**src/rtl/vr_sweep_sequencer.sv**
```systemverilog
// Wiper-code sweep sequencer for the dual digital-potentiometer programmer.
// Walks an R1 (outer) x R2 (inner) code grid, reprograms, settles, then handshakes each point.
module vr_sweep_sequencer #(
    parameter int PROG_CYCLES  = 32,
    parameter int DWELL_CYCLES = 1000
) (
    input  logic        clk_i,
    input  logic        rst_i,
    input  logic        start_i,
    input  logic        stop_i,
    input  logic [7:0]  r1_start_i,
    input  logic [7:0]  r1_end_i,
    input  logic [7:0]  r1_step_i,
    input  logic [7:0]  r2_start_i,
    input  logic [7:0]  r2_end_i,
    input  logic [7:0]  r2_step_i,
    input  logic        point_ack_i,
    output logic [7:0]  r1_o,
    output logic [7:0]  r2_o,
    output logic        chip_en_o,
    output logic        point_valid_o,
    output logic [15:0] point_idx_o,
    output logic        busy_o,
    output logic        done_o
);

    typedef enum logic [2:0] {
        S_IDLE, S_DISABLE, S_PROGRAM, S_SETTLE, S_VALID, S_DONE
    } state_t;

    localparam logic [15:0] LP_PROG_LAST  = 16'(PROG_CYCLES - 1);
    localparam logic [15:0] LP_DWELL_LAST = 16'(DWELL_CYCLES - 1);

    state_t      r_state, w_state_nxt;
    logic [15:0] r_cnt, w_cnt_nxt;
    logic [7:0]  r_r1s, r_r1e, r_r1st, r_r2s, r_r2e, r_r2st;
    logic [7:0]  w_r1s_nxt, w_r1e_nxt, w_r1st_nxt, w_r2s_nxt, w_r2e_nxt, w_r2st_nxt;
    logic [7:0]  r_r1, r_r2, w_r1_nxt, w_r2_nxt;
    logic        r_chip_en, w_chip_en_nxt;
    logic        r_valid, w_valid_nxt;
    logic [15:0] r_idx, w_idx_nxt;
    logic        r_busy, w_busy_nxt;
    logic        r_done, w_done_nxt;
    logic [8:0]  w_sum1, w_sum2;
    logic        w_fin1, w_fin2;

    // 9-bit sum so a carry out of the code range ends the axis; step 0 behaves as 1
    function automatic logic [8:0] f_step_sum(input logic [7:0] code, input logic [7:0] step);
        logic [7:0] eff;
        eff = (step == 8'd0) ? 8'd1 : step;
        return {1'b0, code} + {1'b0, eff};
    endfunction

    assign w_sum1 = f_step_sum(r_r1, r_r1st);
    assign w_sum2 = f_step_sum(r_r2, r_r2st);
    assign w_fin1 = w_sum1[8] || (w_sum1 > {1'b0, r_r1e});
    assign w_fin2 = w_sum2[8] || (w_sum2 > {1'b0, r_r2e});

    always_ff @(posedge clk_i or posedge rst_i) begin
        if (rst_i) begin
            r_state   <= S_IDLE;
            r_cnt     <= '0;
            r_r1s     <= '0;
            r_r1e     <= '0;
            r_r1st    <= '0;
            r_r2s     <= '0;
            r_r2e     <= '0;
            r_r2st    <= '0;
            r_r1      <= '0;
            r_r2      <= '0;
            r_chip_en <= 1'b1;
            r_valid   <= 1'b0;
            r_idx     <= '0;
            r_busy    <= 1'b0;
            r_done    <= 1'b0;
        end else begin
            r_state   <= w_state_nxt;
            r_cnt     <= w_cnt_nxt;
            r_r1s     <= w_r1s_nxt;
            r_r1e     <= w_r1e_nxt;
            r_r1st    <= w_r1st_nxt;
            r_r2s     <= w_r2s_nxt;
            r_r2e     <= w_r2e_nxt;
            r_r2st    <= w_r2st_nxt;
            r_r1      <= w_r1_nxt;
            r_r2      <= w_r2_nxt;
            r_chip_en <= w_chip_en_nxt;
            r_valid   <= w_valid_nxt;
            r_idx     <= w_idx_nxt;
            r_busy    <= w_busy_nxt;
            r_done    <= w_done_nxt;
        end
    end

    always_comb begin
        w_state_nxt   = r_state;
        w_cnt_nxt     = r_cnt;
        w_r1s_nxt     = r_r1s;
        w_r1e_nxt     = r_r1e;
        w_r1st_nxt    = r_r1st;
        w_r2s_nxt     = r_r2s;
        w_r2e_nxt     = r_r2e;
        w_r2st_nxt    = r_r2st;
        w_r1_nxt      = r_r1;
        w_r2_nxt      = r_r2;
        w_chip_en_nxt = r_chip_en;
        w_valid_nxt   = r_valid;
        w_idx_nxt     = r_idx;
        w_busy_nxt    = r_busy;
        w_done_nxt    = 1'b0;

        case (r_state)
            S_IDLE: begin
                w_chip_en_nxt = 1'b1;
                w_busy_nxt    = 1'b0;
                if (start_i && !stop_i) begin
                    w_r1s_nxt     = r1_start_i;
                    w_r1e_nxt     = r1_end_i;
                    w_r1st_nxt    = r1_step_i;
                    w_r2s_nxt     = r2_start_i;
                    w_r2e_nxt     = r2_end_i;
                    w_r2st_nxt    = r2_step_i;
                    w_r1_nxt      = r1_start_i;
                    w_r2_nxt      = r2_start_i;
                    w_idx_nxt     = '0;
                    w_cnt_nxt     = '0;
                    w_busy_nxt    = 1'b1;
                    w_chip_en_nxt = 1'b0;
                    w_state_nxt   = S_DISABLE;
                end
            end
            S_DISABLE: begin
                if (r_cnt == 16'd1) begin
                    w_cnt_nxt     = '0;
                    w_chip_en_nxt = 1'b1;
                    w_state_nxt   = S_PROGRAM;
                end else begin
                    w_cnt_nxt = r_cnt + 16'd1;
                end
            end
            S_PROGRAM: begin
                if (r_cnt == LP_PROG_LAST) begin
                    w_cnt_nxt   = '0;
                    w_state_nxt = S_SETTLE;
                end else begin
                    w_cnt_nxt = r_cnt + 16'd1;
                end
            end
            S_SETTLE: begin
                if (r_cnt == LP_DWELL_LAST) begin
                    w_cnt_nxt   = '0;
                    w_valid_nxt = 1'b1;
                    w_state_nxt = S_VALID;
                end else begin
                    w_cnt_nxt = r_cnt + 16'd1;
                end
            end
            S_VALID: begin
                if (point_ack_i) begin
                    w_valid_nxt = 1'b0;
                    w_idx_nxt   = r_idx + 16'd1;
                    if (!w_fin2) begin
                        w_r2_nxt      = w_sum2[7:0];
                        w_chip_en_nxt = 1'b0;
                        w_state_nxt   = S_DISABLE;
                    end else if (!w_fin1) begin
                        w_r2_nxt      = r_r2s;
                        w_r1_nxt      = w_sum1[7:0];
                        w_chip_en_nxt = 1'b0;
                        w_state_nxt   = S_DISABLE;
                    end else begin
                        w_done_nxt  = 1'b1;
                        w_busy_nxt  = 1'b0;
                        w_state_nxt = S_DONE;
                    end
                end
            end
            S_DONE: begin
                w_busy_nxt  = 1'b0;
                w_state_nxt = S_IDLE;
            end
            default: w_state_nxt = S_IDLE;
        endcase

        // Abort wins over everything else; codes and index freeze where they are
        if (stop_i && (r_state != S_IDLE) && (r_state != S_DONE)) begin
            w_state_nxt   = S_DONE;
            w_cnt_nxt     = '0;
            w_r1_nxt      = r_r1;
            w_r2_nxt      = r_r2;
            w_idx_nxt     = r_idx;
            w_valid_nxt   = 1'b0;
            w_chip_en_nxt = 1'b1;
            w_busy_nxt    = 1'b0;
            w_done_nxt    = 1'b1;
        end
    end

    assign r1_o          = r_r1;
    assign r2_o          = r_r2;
    assign chip_en_o     = r_chip_en;
    assign point_valid_o = r_valid;
    assign point_idx_o   = r_idx;
    assign busy_o        = r_busy;
    assign done_o        = r_done;

endmodule

```
**config.mk**
```make
export PLATFORM = sky130hd
export DESIGN_NAME = vr_sweep_sequencer
export DESIGN_NICKNAME = d
export VERILOG_FILES = /design/src/rtl/vr_sweep_sequencer.sv
export SDC_FILE = /design/constraint.sdc
export NUM_CORES = 1
export LEC_CHECK = 0
export ABC_AREA = 1
export CORE_MARGIN = 3
export CORE_UTILIZATION = 55
export DETAILED_ROUTE_END_ITERATION = 10
export GPL_ROUTABILITY_DRIVEN = 0
export PLACE_DENSITY_LB_ADDON = 0.05
export SLEW_MARGIN = 5
export SYNTH_ARGS = -nofsm -noshare
export SYNTH_HDL_FRONTEND = slang
export SYNTH_SLANG_ARGS = --single-unit
```
**constraint.sdc**
```tcl
create_clock -name clk_i -period 3.8 [get_ports clk_i]
set_clock_uncertainty 0.05 [all_clocks]
set_input_delay 0.57 -clock clk_i [delete_from_list [all_inputs] [get_ports clk_i]]
set_output_delay 0.57 -clock clk_i [all_outputs]
set_load 0.01 [all_outputs]
```
==> impl_metrics.csv <==
group,metric,value,unit
status,status,"finished, final reports clean",
timing,tightest_slew,0.843,ns
final_layout,stdcell_count,1021,
timing,fin_crit_sh,0.942,
timing,setup_viol,0,
timing,timing.fmax,279,MHz
final_layout,drive_gt1_frac,0.0915,
placement,placed_area,6930,um2
final_layout,postLayoutCellArea,7270,um2
grt,grt_usage,0.242,
grt,antenna_found_initial,0,
synth,yosys_warnings,0,
synth,synth-xor-area-share,0.0205,
synth,syn_area_per_cell,7.52,um2
floorplan,initial_core_util,0.572,
cts,clk-insertion-delay-late,0.37,ns
worst_setup_path,cp_max_fo,9,
grt,grt.overflow.total,0,
placement,place_inst,998,
grt,grt_first_pass_wirelength,23200,um
floorplan,die_area,12200,um2
cts,path_clk_slew,0.10,ns
synth,yosys.area.top_type,"dfrtp_1",
timing,final-hold-violation-count,0,
grt,grt_pass1_vias,5095,
synth,synth.ff_latch_count,95,
synth,synth_cell_types,47,
cts,cts.sinks,95,
job,max-cap-violations,0,
floorplan,rows,37,
cts,root_buffer,"clkbuf_8",
worst_setup_path,crit_path_end_kind,"flop",
cts,cts_tree,"built",
final_layout,insertedDiodeCount,0,
power_and_ir_drop,p_leak,0.00363,uW
final_layout,num-nets-final,970,
placement,hpwl,10800,um
synth,netlist_area,5980,um2
detailed_routing,drcViolationCount,0,
synth,synth-simple-area-share,0.325,
timing,setup-tns-final,0,ns
timing,drv_slew,0,
power_and_ir_drop,ir_worst_vdd,538,uV
synth,synth_flop_cell,"dfrtp_1",
min_path,min_path_cells,1,
worst_setup_path,cp-start-kind,"flop",
synth,synth_edf_count,0,
timing,finalWorstSetupSlack,0.221,ns
detailed_routing,avgViaCountPerCell,5.30,
synth,synth-async-reset-ratio,1.00,
synth,yosys.area.top_type_share,0.393,
detailed_routing,wl_per_cell,14.0,um
synth,synth_top_family_by_area,"simple AND/OR/NAND/NOR gates",
cts,clockBufferDepth,2,
final_layout,area_growth,21.5,%
detailed_routing,ant_nets,0,
min_path,hold_class,"flop to flop",
synth,ys_seq_area_frac,0.398,
synth,syn_nets,885,
synth,synthAdderAreaFrac,0.0799,
grt,grt_start_max_net_pins,43,
cts,cts_made_buffers,9,
detailed_routing,first_pass_iters,7,
cts,htreeDepth,3,
worst_setup_path,critPathRequiredTime,4.01,ns
synth,synth-compound-area-share,0.0893,
worst_setup_path,rr_worst_depth,23,
power_and_ir_drop,cellPowerDensity,874,nW/um2
placement,place_ws,0.115,ns
detailed_routing,dr_total_vias,5415,
floorplan,core,10500,um2
placement,io_buffers,88,
detailed_routing,drt_iter0_drc,472,
floorplan,ios,89,
floorplan,die_w,110,um
synth,synth_area_leaders,"dfrtp_1 39%, nand2_1 16%, ha_1 7.3%",
timing,max_slew_margin,0.434,
synth,synth_cells,795,
final_layout,finish.utilization,0.694,
worst_setup_path,cp_data_arrival_time,3.79,ns
detailed_routing,routed_wl,14300,um
synth,synthMuxAreaShare,0,
floorplan,dieHeight,110,um
worst_setup_path,crit_type,"flop to flop",
timing,fin_crit,3.58,ns
-- critical path: stages, from the launching register on --
cell and delay, ns:
dfrtp_1 0.40, inv_1 0.09, nand4_1 0.12, o41ai_2 0.37, ha_2 0.26, fa_2 0.23, nand3_1 0.10, nand3_2 0.13
xor2_2 0.16, inv_1 0.06, ha_1 0.29, nand2_1 0.06, nor2_1 0.13, nand2_1 0.06, nand3_1 0.07, nand2_1 0.05
nand2_1 0.06, nand2_2 0.13, nand2_4 0.16, nand3_1 0.13, nand2_4 0.14, nand2_4 0.09, nand2_1 0.07, nand2_1 0.05
-- logic make-up after synthesis --
group                    count (synthesis)
AO/OA/AOI/OAI                           95
flip-flops                              95
XOR/XNOR                                14
AND/OR/NAND/NOR                        429
adder cells (fa/ha/maj)                 37
buffers and inverters                  125
-- through the flow --
step                      total power, uW  hold slack, ns
after global placement               5090           0.400
after detailed placement             5250           0.410
final                                6350           0.422
after CTS                            6040           0.426
after global routing                 6960           0.452
after floorplan                      4310           0.401
-- layout make-up --
| cell class | count | area, um2 |
|---|---|---|
| Fill cell | 866 | 3200 |
| Multi-Input combinational cell | 575 | 3120 |
| Sequential cell | 95 | 2380 |
| Timing Repair Buffer | 101 | 991 |
| Inverter | 98 | 377 |
| Tap cell | 136 | 170 |
| Clock buffer | 9 | 124 |
| Clock inverter | 7 | 103 |
-- sequential cells by signal, indices dropped and copies added (netlist names) --
signal and flops:
r_r2st 8, r1_o 8, r_r1st 8, r2_o 8, point_valid_o 1, r_r2s 8
done_o 1, busy_o 1, r_r1e 8, r_state 3, point_idx_o 16, r_r2e 8
chip_en_o 1, r_cnt 16
-- path summary, 6_finish.rpt --
path	slack [ns]	endpoint	from
setup / recovery	0.22	r1_o[5]	r_r2st[2]
hold / removal	0.42	point_idx_o[15]	point_idx_o[15]
setup reg to reg	0.22	r1_o[5]	r_r2st[2]
hold reg to reg	0.42	point_idx_o[15]	point_idx_o[15]
max in group asynchronous	2.42	chip_en_o	rst_i
min in group asynchronous	0.53	r2_o[0]	rst_i
-- power breakdown --
group	switching [uW]	internal, uW	total (uW)
clock network	383	380	763
logic	2350	1570	3920
registers	297	1370	1660
total	3030	3320	6350
-- routing by layer --
layer,global-route usage,share of wire
met2,0.403,0.48
met3,0.0344,0.048
met5,0,0
met4,0.0827,0.022
met1,0.324,0.45
-- repair_timing --
item / 4_1_cts / 5_1_grt
hold buffers: 0 / 0
buffers inserted: 0 / 7
endpoints found under the setup margin: 0 / 20
gates resized for setup: 0 / 9
-- Yosys cell counts, types with 2 or more instances --
| cell type | count |
|---|---|
| nor2_2 | 2 |
| a21o_1 | 2 |
| nor2_4 | 4 |
| nand3_1 | 70 |
| o21ai_1 | 3 |
| fa_1 | 2 |
| nand3_2 | 5 |
| nor4_1 | 2 |
| nand2_2 | 7 |
| nand2_4 | 4 |
| o21ai_0 | 53 |
| dfrtp_1 | 94 |
| inv_2 | 6 |
| ha_1 | 35 |
| xor2_1 | 12 |
| clkbuf_1 | 17 |
| nand4_1 | 10 |
| xnor2_1 | 2 |
| nor3_2 | 5 |
| buf_2 | 5 |
| nand3b_1 | 5 |
| a21oi_1 | 24 |
| a21oi_2 | 2 |
| inv_1 | 90 |
| a211oi_1 | 2 |
| buf_6 | 5 |
| nand2_1 | 252 |
| nor3_1 | 17 |
| nor2_1 | 40 |
-- layout by cell type (no fill, tap or decap), types with 2 or more instances in the layout --
cell,instances
dfrtp_1,94
clkinv_2,2
nand2_1,251
nand3b_1,5
nor2_4,4
buf_4,12
xnor2_1,2
clkbuf_8,9
nor4_1,2
nor3_1,17
o21ai_1,3
ha_1,34
a21o_1,2
nand3_1,68
nand4_1,10
nand2_4,6
inv_1,89
a21oi_2,2
nor3_2,5
a21oi_1,24
nand2_2,6
xor2_1,11
clkdlybuf4s50_1,88
nand3_2,7
inv_6,3
inv_2,6
a211oi_1,2
o21ai_0,53
nor2_1,40
bufinv_16,2
nor2_2,2
(Power assumes the default switching activity.)
